File: src/rtl/decode_stage.sv
// RV32I decode stage with valid/ready on both sides, optional skid entry and flush.
// Define DECODE_RV32M_EN to decode the M-extension (OP with funct7=0000001).
module decode_stage #(
    parameter int PC_W = 32,
    parameter int SKID = 1
) (
    input  logic            clk,
    input  logic            reset,
    input  logic            in_valid,
    output logic            in_ready,
    input  logic [31:0]     instruction,
    input  logic [PC_W-1:0] pc_in,
    input  logic            jump_branch_enable,
    output logic            out_valid,
    input  logic            out_ready,
    output logic [PC_W-1:0] pc_out,
    output logic [4:0]      rs1,
    output logic [4:0]      rs2,
    output logic [4:0]      rd,
    output logic            rd_we,
    output logic [31:0]     imm,
    output logic [10:0]     op_class,
    output logic [5:0]      br_type,
    output logic [4:0]      alu_op,
    output logic [2:0]      mem_size,
    output logic            illegal
);

    typedef struct packed {
        logic [PC_W-1:0] pc;
        logic [4:0]      rs1;
        logic [4:0]      rs2;
        logic [4:0]      rd;
        logic            rd_we;
        logic [31:0]     imm;
        logic [10:0]     op_class;
        logic [5:0]      br_type;
        logic [4:0]      alu_op;
        logic [2:0]      mem_size;
        logic            illegal;
    } bundle_t;

    localparam logic [6:0] OPC_LUI     = 7'b0110111;
    localparam logic [6:0] OPC_AUIPC   = 7'b0010111;
    localparam logic [6:0] OPC_JAL     = 7'b1101111;
    localparam logic [6:0] OPC_JALR    = 7'b1100111;
    localparam logic [6:0] OPC_BRANCH  = 7'b1100011;
    localparam logic [6:0] OPC_LOAD    = 7'b0000011;
    localparam logic [6:0] OPC_STORE   = 7'b0100011;
    localparam logic [6:0] OPC_OPIMM   = 7'b0010011;
    localparam logic [6:0] OPC_OP      = 7'b0110011;
    localparam logic [6:0] OPC_MISCMEM = 7'b0001111;
    localparam logic [6:0] OPC_SYSTEM  = 7'b1110011;

    // Classes that write rd: LUI, AUIPC, JAL, JALR, LOAD, OPIMM, OP.
    localparam logic [10:0] WRITES_RD = 11'b00110101111;

    localparam logic [4:0] ALU_ADD  = 5'd0;
    localparam logic [4:0] ALU_SUB  = 5'd1;
    localparam logic [4:0] ALU_SRA  = 5'd7;

    // Base funct3 mapping; alt selects SUB for 000 and SRA for 101.
    function automatic logic [4:0] alu_from_funct3(input logic [2:0] f3, input logic alt);
        logic [4:0] op;
        case (f3)
            3'b000:  op = alt ? ALU_SUB : ALU_ADD;
            3'b001:  op = 5'd2;
            3'b010:  op = 5'd3;
            3'b011:  op = 5'd4;
            3'b100:  op = 5'd5;
            3'b101:  op = alt ? ALU_SRA : 5'd6;
            3'b110:  op = 5'd8;
            default: op = 5'd9;
        endcase
        return op;
    endfunction

    logic [6:0]  opcode;
    logic [2:0]  funct3;
    logic [6:0]  funct7;
    logic [31:0] imm_i, imm_s, imm_b, imm_u, imm_j;
    logic [10:0] dec_class;
    logic [31:0] dec_imm;
    logic [5:0]  dec_br;
    logic [4:0]  dec_alu;
    logic [2:0]  dec_mem;
    logic        dec_ill;
    bundle_t     dec;

    assign opcode = instruction[6:0];
    assign funct3 = instruction[14:12];
    assign funct7 = instruction[31:25];

    assign imm_i = {{20{instruction[31]}}, instruction[31:20]};
    assign imm_s = {{20{instruction[31]}}, instruction[31:25], instruction[11:7]};
    assign imm_b = {{19{instruction[31]}}, instruction[31], instruction[7],
                    instruction[30:25], instruction[11:8], 1'b0};
    assign imm_u = {instruction[31:12], 12'b0};
    assign imm_j = {{11{instruction[31]}}, instruction[31], instruction[19:12],
                    instruction[20], instruction[30:21], 1'b0};

    always_comb begin
        dec_class = '0;
        dec_imm   = '0;
        dec_br    = '0;
        dec_alu   = ALU_ADD;
        dec_mem   = '0;
        dec_ill   = 1'b0;
        case (opcode)
            OPC_LUI:   begin dec_class[0] = 1'b1; dec_imm = imm_u; end
            OPC_AUIPC: begin dec_class[1] = 1'b1; dec_imm = imm_u; end
            OPC_JAL:   begin dec_class[2] = 1'b1; dec_imm = imm_j; end
            OPC_JALR: begin
                dec_class[3] = 1'b1;
                dec_imm      = imm_i;
                dec_ill      = (funct3 != 3'b000);
            end
            OPC_BRANCH: begin
                dec_class[4] = 1'b1;
                dec_imm      = imm_b;
                case (funct3)
                    3'b000:  dec_br[0] = 1'b1;
                    3'b001:  dec_br[1] = 1'b1;
                    3'b100:  dec_br[2] = 1'b1;
                    3'b101:  dec_br[3] = 1'b1;
                    3'b110:  dec_br[4] = 1'b1;
                    3'b111:  dec_br[5] = 1'b1;
                    default: dec_ill   = 1'b1;
                endcase
            end
            OPC_LOAD: begin
                dec_class[5] = 1'b1;
                dec_imm      = imm_i;
                dec_mem      = funct3;
                dec_ill      = (funct3 == 3'b011) || (funct3 == 3'b110) || (funct3 == 3'b111);
            end
            OPC_STORE: begin
                dec_class[6] = 1'b1;
                dec_imm      = imm_s;
                dec_mem      = funct3;
                dec_ill      = (funct3 >= 3'b011);
            end
            OPC_OPIMM: begin
                dec_class[7] = 1'b1;
                dec_imm      = imm_i;
                dec_alu      = alu_from_funct3(funct3, (funct3 == 3'b101) && instruction[30]);
                if (funct3 == 3'b001)
                    dec_ill = (funct7 != 7'b0000000);
                else if (funct3 == 3'b101)
                    dec_ill = (funct7 != 7'b0000000) && (funct7 != 7'b0100000);
            end
            OPC_OP: begin
                dec_class[8] = 1'b1;
                case (funct7)
                    7'b0000000: dec_alu = alu_from_funct3(funct3, 1'b0);
                    7'b0100000: begin
                        dec_alu = alu_from_funct3(funct3, 1'b1);
                        dec_ill = (funct3 != 3'b000) && (funct3 != 3'b101);
                    end
`ifdef DECODE_RV32M_EN
                    7'b0000001: dec_alu = 5'd10 + {2'b00, funct3};
`endif
                    default:    dec_ill = 1'b1;
                endcase
            end
            OPC_MISCMEM: dec_class[9]  = 1'b1;
            OPC_SYSTEM:  dec_class[10] = 1'b1;
            default:     dec_ill       = 1'b1;
        endcase

        // Illegal words keep only pc and raw register fields for the trap path.
        dec          = '0;
        dec.pc       = pc_in;
        dec.rs1      = instruction[19:15];
        dec.rs2      = instruction[24:20];
        dec.rd       = instruction[11:7];
        dec.illegal  = dec_ill;
        if (!dec_ill) begin
            dec.op_class = dec_class;
            dec.imm      = dec_imm;
            dec.br_type  = dec_br;
            dec.alu_op   = dec_alu;
            dec.mem_size = dec_mem;
            dec.rd_we    = |(dec_class & WRITES_RD) && (instruction[11:7] != 5'd0);
        end
    end

    bundle_t out_q, skid_q;
    logic    out_valid_q, skid_valid_q;
    logic    out_free, accept;

    assign out_free = ~out_valid_q | out_ready;
    assign in_ready = ~reset & ((SKID != 0) ? ~skid_valid_q : out_free);
    assign accept   = in_valid & in_ready;

    // Output register refills from skid first so ordering is preserved;
    // new words only land in skid while the output register is stalled.
    always_ff @(posedge clk) begin
        if (reset) begin
            out_valid_q  <= 1'b0;
            skid_valid_q <= 1'b0;
            out_q        <= '0;
            skid_q       <= '0;
        end else if (jump_branch_enable) begin
            out_valid_q  <= 1'b0;
            skid_valid_q <= 1'b0;
        end else if (out_free) begin
            if (skid_valid_q) begin
                out_q        <= skid_q;
                out_valid_q  <= 1'b1;
                skid_valid_q <= 1'b0;
            end else begin
                out_valid_q <= accept;
                if (accept)
                    out_q <= dec;
            end
        end else if (accept) begin
            skid_q       <= dec;
            skid_valid_q <= 1'b1;
        end
    end

    assign out_valid = out_valid_q;
    assign pc_out    = out_q.pc;
    assign rs1       = out_q.rs1;
    assign rs2       = out_q.rs2;
    assign rd        = out_q.rd;
    assign rd_we     = out_q.rd_we;
    assign imm       = out_q.imm;
    assign op_class  = out_q.op_class;
    assign br_type   = out_q.br_type;
    assign alu_op    = out_q.alu_op;
    assign mem_size  = out_q.mem_size;
    assign illegal   = out_q.illegal;

endmodule

File: config.mk
export PLATFORM = sky130hd
export DESIGN_NAME = decode_stage
export DESIGN_NICKNAME = d
export VERILOG_FILES = /design/src/rtl/decode_stage.sv
export SDC_FILE = /design/constraint.sdc
export NUM_CORES = 1
export LEC_CHECK = 0
export ABC_AREA = 0
export BUFFER_PORTS_ARGS = -buffer_cell sky130_fd_sc_hd__buf_2
export CAP_MARGIN = 20
export CORE_UTILIZATION = 24
export CTS_BUF_LIST = sky130_fd_sc_hd__clkbuf_4
export DETAILED_ROUTE_END_ITERATION = 10
export MAX_ROUTING_LAYER = met4
export PLACE_DENSITY = 0.38
export SLEW_MARGIN = 10
export SYNTH_ARGS = -nofsm -noshare
export SYNTH_HDL_FRONTEND = slang
export SYNTH_SLANG_ARGS = --single-unit
File: constraint.sdc
create_clock -name clk -period 4.4 [get_ports clk]
set_input_delay 0.44 -clock clk [delete_from_list [all_inputs] [get_ports clk]]
set_output_delay 0.44 -clock clk [all_outputs]
set_load 0.1 [all_outputs]
=== After elaboration in Yosys (flattened, before gate mapping) ===
Index checks and enable logic that the tools add are counted.
W data, S select, Z words.

* Input bits: 69
* Output and inout port bits: 108
* Word-level logic and storage cells: 112
* Flip-flop bits (word level): 214

* Multiplexer cells: 36
* $lt $le $gt $ge: 1
* Reductions and logical operators: 22
* Bitwise logic cells: 8
* Eq/ne operators: 21

{| class="wikitable"
|+ Operators by type and width
! cell !! count
|-
| $mux W106 || 2
|-
| $pmux W32 S5 || 1
|-
| $pmux W4 S7 || 3
|-
| $mux W58 || 1
|-
| $eq A7 B6 Y1 const B || 4
|-
| $eq A7 B7 Y1 const B || 4
|-
| $mux W1 || 23
|-
| $pmux W5 S2 || 2
|-
| $eq A7 B5 Y1 const B || 2
|-
| $eq A3 B3 Y1 const B || 4
|-
| $eq A7 B2 Y1 const B || 1
|-
| $eq A7 B4 Y1 const B || 1
|-
| $logic_not A7 Y1 || 1
|-
| $ne A7 B6 Y1 const B || 1
|-
| $pmux W1 S7 || 1
|-
| $reduce_bool A7 Y1 || 1
|-
| $reduce_or A7 Y1 || 1
|-
| $eq A3 B2 Y1 const B || 2
|-
| $mux W6 || 1
|-
| $reduce_and A3 Y1 || 2
|-
| $reduce_or A2 Y1 || 3
|-
| $reduce_or A3 Y1 || 2
|-
| $reduce_or A6 Y1 || 1
|-
| $not A1 Y1 || 5
|-
| other kinds (14) || 19
|}

=== Depth between registers and ports, before layout ===
Gate-level depths: netlist of the first run.

* Depth in word-level cells: 8
* Depth in mapped cells: 10
* Mapped depth without buffers: 6

=== Worst setup path before layout of the first run ===
OpenSTA, ideal clock, no wires.

* Path kind: input to register
* Start: input port reset
* End: register skid_q[20] (netlist name)
* Data arrival time: 3415 ps
* Library setup time: 85 ps
* Setup slack: 901 ps
* Cell stages on the path: 6
* Buffers on the path: 2
* Required time: 4315 ps
* Path through: clkbuf_1 > nor2_1 > nand4b_1 > or4_1 > buf_2 > o31ai_2

* Word-level cells in the longest chain between the ends: 4

{| class="wikitable"
|+ RTL lines
! item !! RTL line !! source
|-
| start: declaration || 8 || <nowiki>input logic reset,</nowiki>
|-
| $not A1 Y1 || 193 || <nowiki>assign in_ready = ~reset & ((SKID != 0) ? ~skid_valid_q : out_free);</nowiki>
|-
| $and A1 B1 Y1 || 193 ||
|-
| named net in_ready || 10 || <nowiki>output logic in_ready,</nowiki>
|-
| $and A1 B1 Y1 || 194 || <nowiki>assign accept = in_valid & in_ready;</nowiki>
|-
| $reduce_and A3 Y1 (no source line) || n/a ||
|-
| end signal: assignment || 203 || <nowiki>skid_q <= '0;</nowiki>
|-
| end signal: assignment || 218 || <nowiki>skid_q <= dec;</nowiki>
|-
| end: declaration || 188 || <nowiki>bundle_t out_q, skid_q;</nowiki>
|}

The timed path passes the listed nets, and every way through them passes these cells.
A chain may end at the register's enable or synchronous reset.

=== Final worst setup path of the first run ===
* Start: input port instruction[27]
* End: register skid_q[48] (netlist name)

* Word-level cells in the longest chain between the ends: 6
* Elaborated cells on any way between the ends: 10
* Classes of those cells: 2 x eq/ne; 5 x mux; 3 x reduce/logical

{| class="wikitable"
|+ RTL lines
! item !! RTL line !! source
|-
| start: declaration || 11 || <nowiki>input logic [31:0] instruction,</nowiki>
|-
| $ne A7 B6 Y1 / $reduce_bool A7 Y1 (equally long branches) || 150, 148 ||
|-
| $logic_and A1 B1 Y1 || 150 || <nowiki>dec_ill = (funct7 != 7'b0000000) && (funct7 != 7'b0100000);</nowiki>
|-
| $mux W1 || 149 || <nowiki>else if (funct3 == 3'b101)</nowiki>
|-
| $mux W1 || 147 || <nowiki>if (funct3 == 3'b001)</nowiki>
|-
| $pmux W1 S7 * || 109 || <nowiki>case (opcode)</nowiki>
|-
| $mux W58 * || 178 || <nowiki>if (!dec_ill) begin</nowiki>
|}

Mark *: on every way between the ends. The rest lies on a longest branch, timed or not.

==> results.toml, run 1 <==
[status]
outcome = "completed"

[synth]
syn_inst = 1055
ys_warn_count = 0
yosysMostFrequentCell = "dfxtp_1"
yosys-top-cells-count = "212 x dfxtp_1, 152 x nand2_1, 108 x nor2_1, 101 x a21oi_1, 76 x clkbuf_1"
async_flop_share_pct = 0
synth_edf_count = 0
ys_seq_area_share_pct = 47.4
synth_area_leaders = "dfxtp_1 47%, nand2_1 6.4%, mux2i_1 5.7%"
syn_area_um2 = 8960
ys_types = 56
ys.flop_type = "dfxtp_1"
synth.top_cell.area_share_pct = 47.4
synth_top_cell_by_area = "dfxtp_1"
synth_seq_cells = 212
synthesis.nets = 1124
syn_avg_cell_area_um2 = 8.49

[sta]
slew_violations = 0
layout_setup_ws_ns = 1.74
final-hold-violation-count = 0
fin_skew_ns = 0.0192
max_freq_mhz = 375
hold_slack_ns = 0.142
rsz0062_at_grt = "false"
fin_tns_setup_ns = 0
period_needed_ns = 2.66
tightestPinTransition_ns = 1.04
fin_crit_sh_pct = 60.6
max_slew_margin_pct = 30.0
setup_viol = 0

[grt]
grt_pass1_wl_um = 50300
grt_max_degree = 166
grt_pass1_vias = 8195
overflow = 0
grt_usage_pct = 17.7
antenna_found_initial = 1

[place]
pre_cts_ws_ns = 1.15
dpl.hpwl_um = 21000
place_congestion = 0.795
io_buffer_count = 175

[worst_hold_path]
hp-class = "primary input to flip-flop"

[route]
firstDrtPassIters = 5
drc = 0
wl_um = 33000
drt_iter0_drc = 564
routed_via_density = 4.78
vias = 8591
ant_nets = 0
wl_per_cell_um = 18.4

[worst_setup_path]
path_cells = "dlygate4sd3_1 > buf_2 > nor2_1 > nand3_1 > o211a_2 > or2_1 > nor3_2 > buf_4 > a22o_1"
start_kind = "primary input"
worstPathRequired_ns = 5.10
end_kind = "flip-flop"
crit_path_max_incr_delay_ns = 0.66
crit_type = "primary input to flip-flop"
cpMaxStageDelayCell = "nor3_2"
worstPathArrival_ns = 3.36
worstPathMaxFanout = 16

[clock_network]
cts_resized = 0
clockBufferDepth = 3
numCtsBuffers = 61
h-tree-depth = 2
clk_latency_ns = 0.77
cts_tree = "yes"
cts_root_buf = "clkbuf_4"
clkTransAtPathRegs_ns = 0.06
clock-sinks = 212

[power_and_ir_drop]
power_density_nw_per_um2 = 401
max-vdd-ir-drop_v = 0.000147
combPwrFrac_pct = 15.1
p_sw_share_pct = 31.9
clockPowerShare_pct = 42.3
leakagePower_uw = 0.00470
switching_power_uw = 1490
p_int_uw = 3180
power_uw = 4670
p_seq_share_pct = 42.6

[die]
num_io_pins = 177
die_w_um = 195
core_um2 = 36700
initial_core_util_pct = 24.4
rows = 70
die_y_um = 195
die_area_um2 = 38100

[finish]
final_nets = 1345
areaGrowthSynthToFinish_pct = 29.9
nFillCells = 3956
drive_gt1_share_pct = 23.3

[flow_run]
maxCapViolCount = 0
## critical path: cells and delay by family
family / cells / cell delay, ns
and+or+nand+nor: 4 / 1.34
AOI/OAI and AO/OA: 2 / 0.52
buffers and inverters: 3 / 1.04
## cells in the final DEF, fill, tap and decap left out, types with 3 or more instances in the layout
| master | count |
|---|---|
| nand2_1 | 152 |
| nand4_1 | 3 |
| o22ai_1 | 4 |
| and3_1 | 13 |
| a41o_1 | 3 |
| dlygate4sd3_1 | 58 |
| o31ai_2 | 5 |
| and2_1 | 4 |
| dfxtp_1 | 211 |
| nor3_1 | 25 |
| a22o_1 | 36 |
| o2bb2ai_1 | 6 |
| clkbuf_4 | 98 |
| buf_4 | 19 |
| a221oi_1 | 18 |
| nor4_1 | 3 |
| clkinv_1 | 16 |
| nor2b_1 | 6 |
| buf_2 | 174 |
| or3_1 | 12 |
| nor3_2 | 3 |
| a21oi_1 | 101 |
| nor2_1 | 107 |
| a211oi_1 | 53 |
| nand3_1 | 17 |
| or2_2 | 3 |
| nand2b_1 | 3 |
| o21ai_0 | 54 |
| mux2i_1 | 51 |
| inv_1 | 6 |
| a32oi_1 | 8 |
| a21o_1 | 19 |
| o31ai_1 | 4 |
## logic make-up (layout without fill, tap and decap cells)
kind of cell / Yosys count / after routing / share of synthesized area [%]
buffers and inverters: 100 / 374 / 4.39
AO/OA/AOI/OAI: 324 / 324 / 24.2
AND/OR/NAND/NOR: 366 / 366 / 18.2
flip-flops: 212 / 212 / 47.4
other: 1 / 2 / 0.0419
multiplexers: 51 / 51 / 5.70
XOR/XNOR: 1 / 1 / 0.0978
## sequential cells by signal (all words and copies together), names as in the netlist
signal	cells
skid_q	105
imm	32
pc_out	32
op_class	11
br_type	6
rd	5
rs1	5
rs2	5
alu_op	4
mem_size	3
illegal	1
out_valid	1
rd_we	1
skid_valid_q	1
## power by group through the flow
stage / Combinational [µW] / Sequential [µW] / Clock [µW]
2_1_floorplan: 180 / 2350 / 0
3_3_place_gp: 669 / 2030 / 0
3_5_place_dp: 669 / 2030 / 0
4_1_cts: 711 / 1990 / 2070
5_1_grt: 746 / 1990 / 2170
6_report: 705 / 1990 / 1970
## layout make-up
type	instances	area [µm²]	area share, %
Clock buffer	98	736	6.32
Timing Repair Buffer	252	1610	13.9
Multi-Input combinational cell	743	4330	37.2
Tap cell	468	586	5.03
Sequential cell	212	4250	36.5
Clock inverter	18	97.6	0.839
Antenna cell	1	2.50	0.0215
Inverter	6	22.5	0.194
## routing by layer
metal | vias to the layer above | wire (µm) | track usage, %
li1 | 4274 | - | -
met1 | 3994 | 15800 | 23.2
met2 | 263 | 14800 | 26.8
met3 | 60 | 1680 | 3.30
met4 | 0 | 763 | 6.53
met5 | - | 0 | -
## what timing repair did
action,CTS,global route
hold buffers,58,0
endpoints found under the hold margin,97,0
buffers inserted,0,0
## per-stage QoR
stage | instance area [µm²] | std cells | util, %
3_5_place_dp | 10200 | 1623 | 27.8
3_3_place_gp | 10200 | 1623 | 27.8
6_report | 11600 | 1798 | 31.7
5_1_grt | 11600 | 1798 | 31.7
4_1_cts | 11600 | 1797 | 31.7
2_1_floorplan | 8960 | 1055 | -
## path summary, 6_finish.rpt
check / start / end / slack, ns / depth (start not counted)
hold reg to reg: skid_q[55] / skid_q[55] / 0.45 / 2
setup reg to reg: skid_valid_q / skid_q[36] / 1.79 / 5
hold / removal: instruction[12] / skid_q[11] / 0.14 / 2
setup / recovery: instruction[27] / skid_q[48] / 1.74 / 9
Power figures use the tool's default switching activity.
==> run 2, diff against run 1 <==
==> constraint.sdc (replaced) <==
create_clock -name clk -period 2.6 [get_ports clk]
set_input_delay 0.26 -clock clk [delete_from_list [all_inputs] [get_ports clk]]
set_output_delay 0.26 -clock clk [all_outputs]
set_load 0.1 [all_outputs]
==> results.toml, run 2 (synthesis gave the netlist of run 1 again) <==
[die]
rows = 70
core_um2 = 36700
num_io_pins = 177
die_area_um2 = 38100
die_w_um = 195
initial_core_util_pct = 24.4
die_y_um = 195

[grt]
grt_usage_pct = 18.3
grt_max_degree = 94
grt_pass1_wl_um = 52100
overflow = 0
grt_pass1_vias = 8521
antenna_found_initial = 1

[finish]
top_register = "skid_q"
drive_gt1_share_pct = 24.6
largest_register_ffs = 105
areaGrowthSynthToFinish_pct = 33.3
final_common_cell = "dfxtp_1"
final_nets = 1385
mostFrequentLayoutCells = "211 x dfxtp_1, 174 x buf_2, 152 x nand2_1, 106 x nor2_1, 101 x a21oi_1"

[sta]
rsz0062_at_grt = "false"
fin_crit_sh_pct = 93.6
max_freq_mhz = 411
slew_violations = 0
tightestPinTransition_ns = 1.14
max_slew_margin_pct = 24.3
fin_tns_setup_ns = 0
final-hold-violation-count = 0
setup_viol = 0
period_needed_ns = 2.43
fin_skew_ns = 0.0486

[worst_setup_path]
critPathTopFamily = "buffers and inverters"
cpMaxStageDelayCell = "dlygate4sd3_1"
crit_path_max_incr_delay_ns = 0.58
start_kind = "primary input"
crit_type = "primary input to flip-flop"
worstPathRequired_ns = 3.31
path_cells = "dlygate4sd3_1 > buf_2 > nand4bb_1 > nor3_2 > a32o_1 > buf_4 > nor2_1 > nand4_1 > o31ai_1 > dlygate4sd3_1"
cp_num_buf_inv = 4
crit_top_cell = "dlygate4sd3_1"
worstPathArrival_ns = 3.14
worstPathMaxFanout = 10
end_kind = "flip-flop"

[route]
drc = 0
routed_via_density = 4.78
drt_iter0_drc = 409
vias = 8746
ant_nets = 0
firstDrtPassIters = 6
wl_um = 34100
wl_per_cell_um = 18.6

[place]
dpl.hpwl_um = 22400
io_buffer_count = 175
place_congestion = 0.792

[power_and_ir_drop]
power_density_nw_per_um2 = 660
leakagePower_uw = 0.00488
power_uw = 7890
max-vdd-ir-drop_v = 0.000262

[clock_network]
cts_tree = "yes"
cts_root_buf = "clkbuf_4"
clock-sinks = 212
clkTransAtPathRegs_ns = 0.06
h-tree-depth = 2
numCtsBuffers = 61
cts_resized = 0
clockBufferDepth = 3
clk_latency_ns = 0.78

[flow_run]
maxCapViolCount = 0

[worst_hold_path]
hp-class = "primary input to flip-flop"

[status]
outcome = "completed"
[run 2: final timing paths]
path | from | to | slack, ns | cells after the start
setup / recovery | instruction[3] | skid_q[11] | 0.17 | 10
hold / removal | instruction[2] | skid_q[17] | 0.14 | 5
setup reg to reg | out_valid | skid_q[11] | 0.22 | 6
hold reg to reg | skid_q[56] | skid_q[56] | 0.45 | 2
[run 2: layout make-up]
cell class / instances / area [µm²]
clock buffers: 92 / 691
diodes: 3 / 7.51
well taps: 468 / 586
repair buffers: 292 / 1940
flip-flops and latches: 212 / 4250
inverters: 6 / 22.5
clock inverters: 15 / 109
multi-input cells: 743 / 4340
fillers: 3933 / 24800
[run 2: layer usage]
metal  global-route usage [%]  share of wire [%]  routed length [µm]  vias to the layer above
met3                     3.58                4.8                1620                       72
met1                     23.8                 48               16300                     4095
met5                        -                  0                   0                        -
met4                     7.14                2.8                 948                        0
met2                     28.0                 45               15300                      236
li1                         -                  -                   -                     4343
[run 2: what timing repair did]
action / CTS / global route
hold endpoints to repair: 180 / 0
hold buffers: 70 / 0
setup buffers: 0 / 0
[run 2: power breakdown]
group | internal (µW) | total (µW) | switching (µW)
clock | 1790 | 3290 | 1500
combinational | 285 | 1230 | 942
sequential | 3330 | 3370 | 40.9
total | 5400 | 7890 | 2490
[run 2: through the flow]
stage | area, µm² | std cells | worst slack [ns] | hold WS (ns) | util, %
detailed placement | 10400 | 1651 | 0.172 | 0.435 | 28.4
global placement | 10400 | 1651 | 0.179 | 0.428 | 28.4
finish | 11900 | 1831 | 0.168 | 0.136 | 32.5
CTS | 11900 | 1828 | 0.205 | 0.0363 | 32.5
global route | 11900 | 1830 | 0.00740 | 0.127 | 32.5
floorplan | 8960 | 1055 | 0.166 | 0.333 | -
[run 2: tightest hold or removal path, delay by kind of cell]
| kind | cells | cell delay [ns] |
|---|---|---|
| buffers and inverters | 1 | 0.19 |
| AO/OA/AOI/OAI | 1 | 0.05 |
| AND/OR/NAND/NOR | 3 | 0.37 |
